**src/rtl/uart_frame_pkg.sv**
```systemverilog
// uart_frame_pkg: shared states, error codes and SOF default for the UART frame parser
package uart_frame_pkg;
  typedef enum logic [1:0] {HUNT, LEN, PAYLOAD, CHK} state_t;
  localparam logic [1:0] ERR_CHK     = 2'd0;
  localparam logic [1:0] ERR_LEN     = 2'd1;
  localparam logic [1:0] ERR_TIMEOUT = 2'd2;
  localparam logic [7:0] SOF_DEFAULT = 8'hA5;
endpackage

```
**src/rtl/uart_gap_timer.sv**
```systemverilog
// uart_gap_timer: down-counter that pulses expired on the TIMEOUT_CYCLES-th consecutive run cycle
module uart_gap_timer #(
  parameter int TIMEOUT_CYCLES = 100000
) (
  input  logic clk,
  input  logic reset,
  input  logic run,
  input  logic clear,
  output logic expired
);
  localparam int W = (TIMEOUT_CYCLES > 1) ? $clog2(TIMEOUT_CYCLES) : 1;
  localparam logic [W-1:0] TOP = W'(TIMEOUT_CYCLES - 1);
  logic [W-1:0] r_cnt;
  assign expired = run & ~clear & (r_cnt == '0);
  always_ff @(posedge clk or posedge reset)
    if (reset)
      r_cnt <= TOP;
    else if (clear || expired)
      r_cnt <= TOP;
    else if (run)
      r_cnt <= r_cnt - 1'b1;
endmodule

```
**src/rtl/uart_frame_parser.sv**
```systemverilog
// uart_frame_parser: drains the UART RX FIFO, parses SOF/LEN/payload/CHK frames and streams the payload
module uart_frame_parser
  import uart_frame_pkg::*;
#(
  parameter int             DBIT           = 8,
  parameter logic [DBIT-1:0] SOF_BYTE      = DBIT'(SOF_DEFAULT),
  parameter int             MAX_LEN        = 64,
  parameter int             TIMEOUT_CYCLES = 100000
) (
  input  logic            clk,
  input  logic            reset,
  input  logic [DBIT-1:0] r_data,
  input  logic            rx_empty,
  output logic            rd_uart,
  output logic [DBIT-1:0] m_data,
  output logic            m_valid,
  input  logic            m_ready,
  output logic            m_last,
  output logic            frame_done,
  output logic            frame_err,
  output logic [1:0]      err_code,
  output logic [15:0]     frame_cnt
);
  localparam logic [DBIT-1:0] MAX_L = DBIT'(MAX_LEN);
  state_t          r_state, w_state_n;
  logic [DBIT-1:0] r_len, r_chk, r_m_data;
  logic            r_m_valid, r_m_last, r_done, r_err;
  logic [1:0]      r_code;
  logic [15:0]     r_cnt;
  logic            w_pop, w_expired, w_load, w_good, w_err_len, w_err_chk;
  // In PAYLOAD a pop needs a free output register (empty or draining this cycle)
  assign w_pop     = ~reset & ~rx_empty & ((r_state != PAYLOAD) | ~r_m_valid | m_ready);
  assign w_load    = w_pop & (r_state == PAYLOAD);
  assign w_good    = w_pop & (r_state == CHK) & (r_data == r_chk);
  assign w_err_chk = w_pop & (r_state == CHK) & (r_data != r_chk);
  assign w_err_len = w_pop & (r_state == LEN) & (r_data > MAX_L);
  uart_gap_timer #(.TIMEOUT_CYCLES(TIMEOUT_CYCLES)) u_gap (
    .clk    (clk),
    .reset  (reset),
    .run    ((r_state != HUNT) & rx_empty),
    .clear  (w_pop | (r_state == HUNT)),
    .expired(w_expired)
  );
  always_comb begin
    w_state_n = r_state;
    if (w_expired)
      w_state_n = HUNT;
    else if (w_pop)
      case (r_state)
        HUNT:    w_state_n = (r_data == SOF_BYTE) ? LEN : HUNT;
        LEN:     w_state_n = (r_data == '0) ? CHK : (r_data > MAX_L) ? HUNT : PAYLOAD;
        PAYLOAD: w_state_n = (r_len == DBIT'(1)) ? CHK : PAYLOAD;
        default: w_state_n = HUNT;
      endcase
  end
  always_ff @(posedge clk or posedge reset)
    if (reset) begin
      r_state   <= HUNT;
      r_len     <= '0;
      r_chk     <= '0;
      r_m_data  <= '0;
      r_m_valid <= 1'b0;
      r_m_last  <= 1'b0;
      r_done    <= 1'b0;
      r_err     <= 1'b0;
      r_code    <= ERR_CHK;
      r_cnt     <= '0;
    end else begin
      r_state <= w_state_n;
      if (w_pop && r_state == LEN) begin
        r_len <= r_data;
        r_chk <= r_data;
      end else if (w_load) begin
        r_len <= r_len - 1'b1;
        r_chk <= r_chk ^ r_data;
      end
      if (w_load) begin
        r_m_data  <= r_data;
        r_m_valid <= 1'b1;
        r_m_last  <= (r_len == DBIT'(1));
      end else if (m_ready) begin
        r_m_valid <= 1'b0;
        r_m_last  <= 1'b0;
      end
      r_done <= w_good;
      r_err  <= w_expired | w_err_len | w_err_chk;
      r_code <= w_expired ? ERR_TIMEOUT : w_err_len ? ERR_LEN : w_err_chk ? ERR_CHK : r_code;
      r_cnt  <= r_cnt + {15'd0, w_good};
    end
  assign rd_uart    = w_pop;
  assign m_data     = r_m_data;
  assign m_valid    = r_m_valid;
  assign m_last     = r_m_last;
  assign frame_done = r_done;
  assign frame_err  = r_err;
  assign err_code   = r_code;
  assign frame_cnt  = r_cnt;
endmodule
```
**config.mk**
```make
export PLATFORM = sky130hd
export DESIGN_NAME = uart_frame_parser
export DESIGN_NICKNAME = d
export VERILOG_FILES = /design/src/rtl/uart_frame_pkg.sv /design/src/rtl/uart_gap_timer.sv /design/src/rtl/uart_frame_parser.sv
export SDC_FILE = /design/constraint.sdc
export NUM_CORES = 1
export LEC_CHECK = 0
export CELL_PAD_IN_SITES_DETAIL_PLACEMENT = 1
export CELL_PAD_IN_SITES_GLOBAL_PLACEMENT = 1
export CORE_MARGIN = 2
export CORE_UTILIZATION = 30
export CTS_CLUSTER_SIZE = 30
export DETAILED_ROUTE_END_ITERATION = 10
export DONT_BUFFER_PORTS = 1
export PLACE_DENSITY_LB_ADDON = 0.1
export REMOVE_ABC_BUFFERS = 1
export SYNTH_ARGS = -nofsm -noshare
export SYNTH_HDL_FRONTEND = slang
export SYNTH_SLANG_ARGS = --single-unit
```
**constraint.sdc**
```tcl
create_clock -name clk -period 2.1 [get_ports clk]
set_input_delay 0.21 -clock clk [delete_from_list [all_inputs] [get_ports clk]]
set_output_delay 0.21 -clock clk [all_outputs]
set_load 0.02 [all_outputs]
```
==> impl_metrics.csv, run 1 <==
group,metric,value,unit
setup_path,critical_path.endpoint_type,"flip-flop",
timing,fin_crit_period,2.08,ns
setup_path,worstPathRequired,2.32,ns
global_route,grt_pass1_vias,2759,
yosys,ys_warn_count,0,
clock_tree,clk-insertion-delay-late,0.35,ns
timing,finalCritPeriodShare,98.9,%
global_route,congestion_overflow_gr,0,
timing,fmax,481,MHz
timing,finalMaxSlewViolations,0,
pwr,power.ir.vdd_worst,0.306,mV
clock_tree,cts.root.buffer_cell,"sky130_fd_sc_hd__clkbuf_8",
clock_tree,cts.sink_count,65,
floorplanning,die-width,108,µm
timing,rsz0062_at_grt,"yes",
timing,tns,0,ns
cells_and_area,antenna_cells,0,
pwr,pwr_dens,680,nW/µm²
timing,setup_ws,0.0221,ns
pwr,static-leakage-power,1.71,nW
clock_tree,clock_pin_slew_of_the_registers_on_the_worst_case_setup_and_hold_paths,0.08,ns
yosys,ys_seq_elements,65,
timing,final_hold_viol_count,0,
cells_and_area,final_net_count,382,
hold_path,holdCritStartpoint,"r_data[2]",
clock_tree,cts_tree,"done",
setup_path,critical_path.reg2reg.startpoint,"r_chk[4]",
yosys,synth-async-reset-ratio,100,%
floorplanning,core_area,10700,µm²
cells_and_area,filler_instances,1246,
cells_and_area,layout.area.seq,1640,µm²
pwr,clock_power_share,44.4,%
floorplanning,floorplan.die.height,108,µm
pwr,pwr-share-comb,6.4,%
timing,worstMarginPinSlew,0.531,ns
floorplanning,top_level_ports,43,
placement,post-place-cells,488,
setup_path,start_point_of_the_critical_path,"r_chk[4]",
timing,clock_skew,0.0151,ns
setup_path,crit_path_class,"reg -> reg",
yosys,synth.cell_area,3260,µm²
clock_tree,cts_max_path_buffers,2,
drt,drt-initial-drc-count,105,
pwr,p_int,2.03,mW
clock_tree,cts_buffers,9,
drt,postRouteWirelength,8.86,mm
setup_path,path_max_fanout,3,
cells_and_area,layout-drive-gt1-share,22.3,%
placement,globalplace.congestion,0.737,
drt,route.detailed.drc,0,
placement,dp_hpwl,6.38,mm
flow_run,maxCapViolations,0,
cells_and_area,area.growth.synth_to_final,22.1,%
placement,dpl_cell_area,3660,µm²
yosys,seq_area_frac_synth,50.2,%
run_status,status,"complete, no violations",
yosys,post_synth.cell_area_avg,9.98,µm²
hold_path,path_category_of_the_worst_min_delay_check,"in -> reg",
global_route,antenna_violations_before_repair,0,
cells_and_area,layoutNonFillerInstCount,508,
pwr,switching_share,25.0,%
setup_path,cp_data_arrival_time,2.30,ns
setup_path,timing.critical_path.from_type,"flip-flop",
timing,setup_viol_count_final,0,
yosys,postSynth.topFlopCell,"sky130_fd_sc_hd__dfrtp_1",
pwr,share_seq_of_total_power,49.2,%
placement,pre_cts_ws,-0.165,ns
drt,first_pass_iters,4,
floorplanning,design.die.area,11700,µm²
clock_tree,h-tree-depth,3,
drt,avgViaCountPerCell,5.17,
timing,slew_headroom,64.6,%
drt,routedWlPerCell,17.4,µm
drt,detailroute.via_count,2627,
floorplanning,rows,38,
cells_and_area,total_area_of_multi_input_combinational_cells,1580,µm²
pwr,switching_power,0.676,mW
floorplanning,starting_utilization_of_the_core_area,30.4,%
yosys,syn_inst,327,
cells_and_area,final_area,3990,µm²
global_route,grt_pass1_wl,14.7,mm
cells_and_area,fin_util,37.1,%
global_route,grt_util_all_layers,16.5,%
placement,port-buffer-count,0,
yosys,synth_enable_flop_cells,0,
drt,antenna_left,0,
global_route,grt_start_max_net_pins,41,
yosys,synthDistinctLibCells,46,
-- synth_stat cells, drive strengths merged, types with 5 or more instances --
cell	instances	area, µm²
a21oi	8	40.0
clkbuf	11	41.3
dfrtp	55	1380
dfstp	10	263
ha	7	87.6
inv	15	56.3
nand2	33	124
nand2b	5	31.3
nand3	14	70.1
nand4	11	68.8
nor2	17	63.8
nor3	7	35.0
o211ai	13	97.6
o21ai	17	85.1
o311ai	9	78.8
o31ai	6	45.0
or3	11	68.8
or4	8	63.8
xnor2	20	175
xor2	9	78.8
-- kinds of logic after synthesis --
family | count (synthesis) | share of synthesized area, %
AO/OA/AOI/OAI | 71 | 15.1
XOR/XNOR | 29 | 7.78
adder cells (fa/ha/maj) | 7 | 2.68
buffers and inverters | 29 | 3.45
flip-flops | 65 | 50.2
multiplexers | 2 | 0.652
AND/OR/NAND/NOR | 124 | 20.1
-- final timing paths --
kind	end	slack, ns	cells after the start
min in group asynchronous	m_data[0]	0.37	3
worst min-delay path	r_len[2]	0.02	1
max in group asynchronous	u_gap.r_cnt[10]	1.27	3
worst max register to register	frame_cnt[15]	0.02	10
worst min register to register	u_gap.r_cnt[10]	0.53	2
worst max-delay path	frame_cnt[15]	0.02	10
-- metrics by stage --
step / hold slack [ns] / total power [mW]
after floorplan: 0.344 / 1.46
after global placement: 0.186 / 1.52
after detailed placement: 0.189 / 1.53
after CTS: 0.000180 / 2.76
after global routing: 0.00128 / 2.85
final: 0.0155 / 2.71
-- power groups by stage --
stage          Combinational [mW]  Clock, mW  Sequential [mW]
2_1_floorplan               0.108          0             1.35
3_3_place_gp                0.166          0             1.35
3_5_place_dp                0.170          0             1.36
4_1_cts                     0.176       1.25             1.33
5_1_grt                     0.199       1.31             1.34
6_report                    0.173       1.20             1.33
-- layout make-up --
class / instances / area share, %
clock inverter: 7 / 2.39
timing repair buffer: 39 / 7.94
inverter: 15 / 1.41
sequential: 65 / 41.1
tap: 140 / 4.40
multi-input combinational: 233 / 39.6
clock buffer: 9 / 3.11
-- sequential cells by signal, indices dropped and copies added (netlist names) --
name and cells:
u_gap.r_cnt 17, frame_done 1, frame_err 1, err_code 2, m_last 1, m_valid 1, r_chk 8, r_state 2
m_data 8, r_len 8, frame_cnt 16
-- repair_timing --
action | in CTS | in global routing
setup endpoints to repair | 6 | 7
hold endpoints to repair | 57 | 1
pin swaps | 5 | 9
gates resized for setup | 4 | 10
hold buffers | 2 | 1
setup buffers | 0 | 1
-- cells in the final DEF (no fill, tap or decap), types with 13 or more instances in the layout --
cell type                  netlist  routed
sky130_fd_sc_hd__dfrtp_1        55      55
sky130_fd_sc_hd__buf_4           0      34
sky130_fd_sc_hd__nand2_1        33      32
sky130_fd_sc_hd__xnor2_1        20      19
sky130_fd_sc_hd__o21ai_0        17      17
sky130_fd_sc_hd__nor2_1         17      16
sky130_fd_sc_hd__inv_1          15      14
sky130_fd_sc_hd__o211ai_1       13      13
sky130_fd_sc_hd__nand3_1        14      13
-- layer usage --
metal	GRT usage [%]	up-vias	routed length, µm
met4	5.40	0	99
li1	-	1263	-
met2	24.5	54	3840
met3	5.00	8	485
met1	22.9	1302	4430
met5	0	-	0
-- critical path, cell delays in order (launching register included) --
cell and delay [ns]:
sky130_fd_sc_hd__dfrtp_1 0.39, sky130_fd_sc_hd__xnor2_1 0.16, sky130_fd_sc_hd__nand4_1 0.19, sky130_fd_sc_hd__nor3_2 0.20, sky130_fd_sc_hd__buf_4 0.15, sky130_fd_sc_hd__ha_4 0.14, sky130_fd_sc_hd__nand2_4 0.05, sky130_fd_sc_hd__nor4_4 0.27
sky130_fd_sc_hd__buf_4 0.16, sky130_fd_sc_hd__nand3_1 0.09, sky130_fd_sc_hd__xnor2_1 0.15
Power figures use the tool's default switching activity.
==> run 2, diff against run 1 <==
--- a/config.mk
+++ b/config.mk
@@ -14,6 +14,7 @@
 export DONT_BUFFER_PORTS = 1
 export PLACE_DENSITY_LB_ADDON = 0.1
 export REMOVE_ABC_BUFFERS = 1
+export SLEW_MARGIN = 20
 export SYNTH_ARGS = -nofsm -noshare
 export SYNTH_HDL_FRONTEND = slang
 export SYNTH_SLANG_ARGS = --single-unit
==> results of run 2 <==
Same layout as run 1: the final DEF is identical, and so are final timing and power.
==> run 3, diff against run 2 <==
--- a/config.mk
+++ b/config.mk
@@ -12,6 +12,7 @@
 export CTS_CLUSTER_SIZE = 30
 export DETAILED_ROUTE_END_ITERATION = 10
 export DONT_BUFFER_PORTS = 1
+export GPL_ROUTABILITY_DRIVEN = 0
 export PLACE_DENSITY_LB_ADDON = 0.1
 export REMOVE_ABC_BUFFERS = 1
 export SLEW_MARGIN = 20
==> results of run 3 <==
Same layout as run 1: the final DEF is identical, and so are final timing and power.
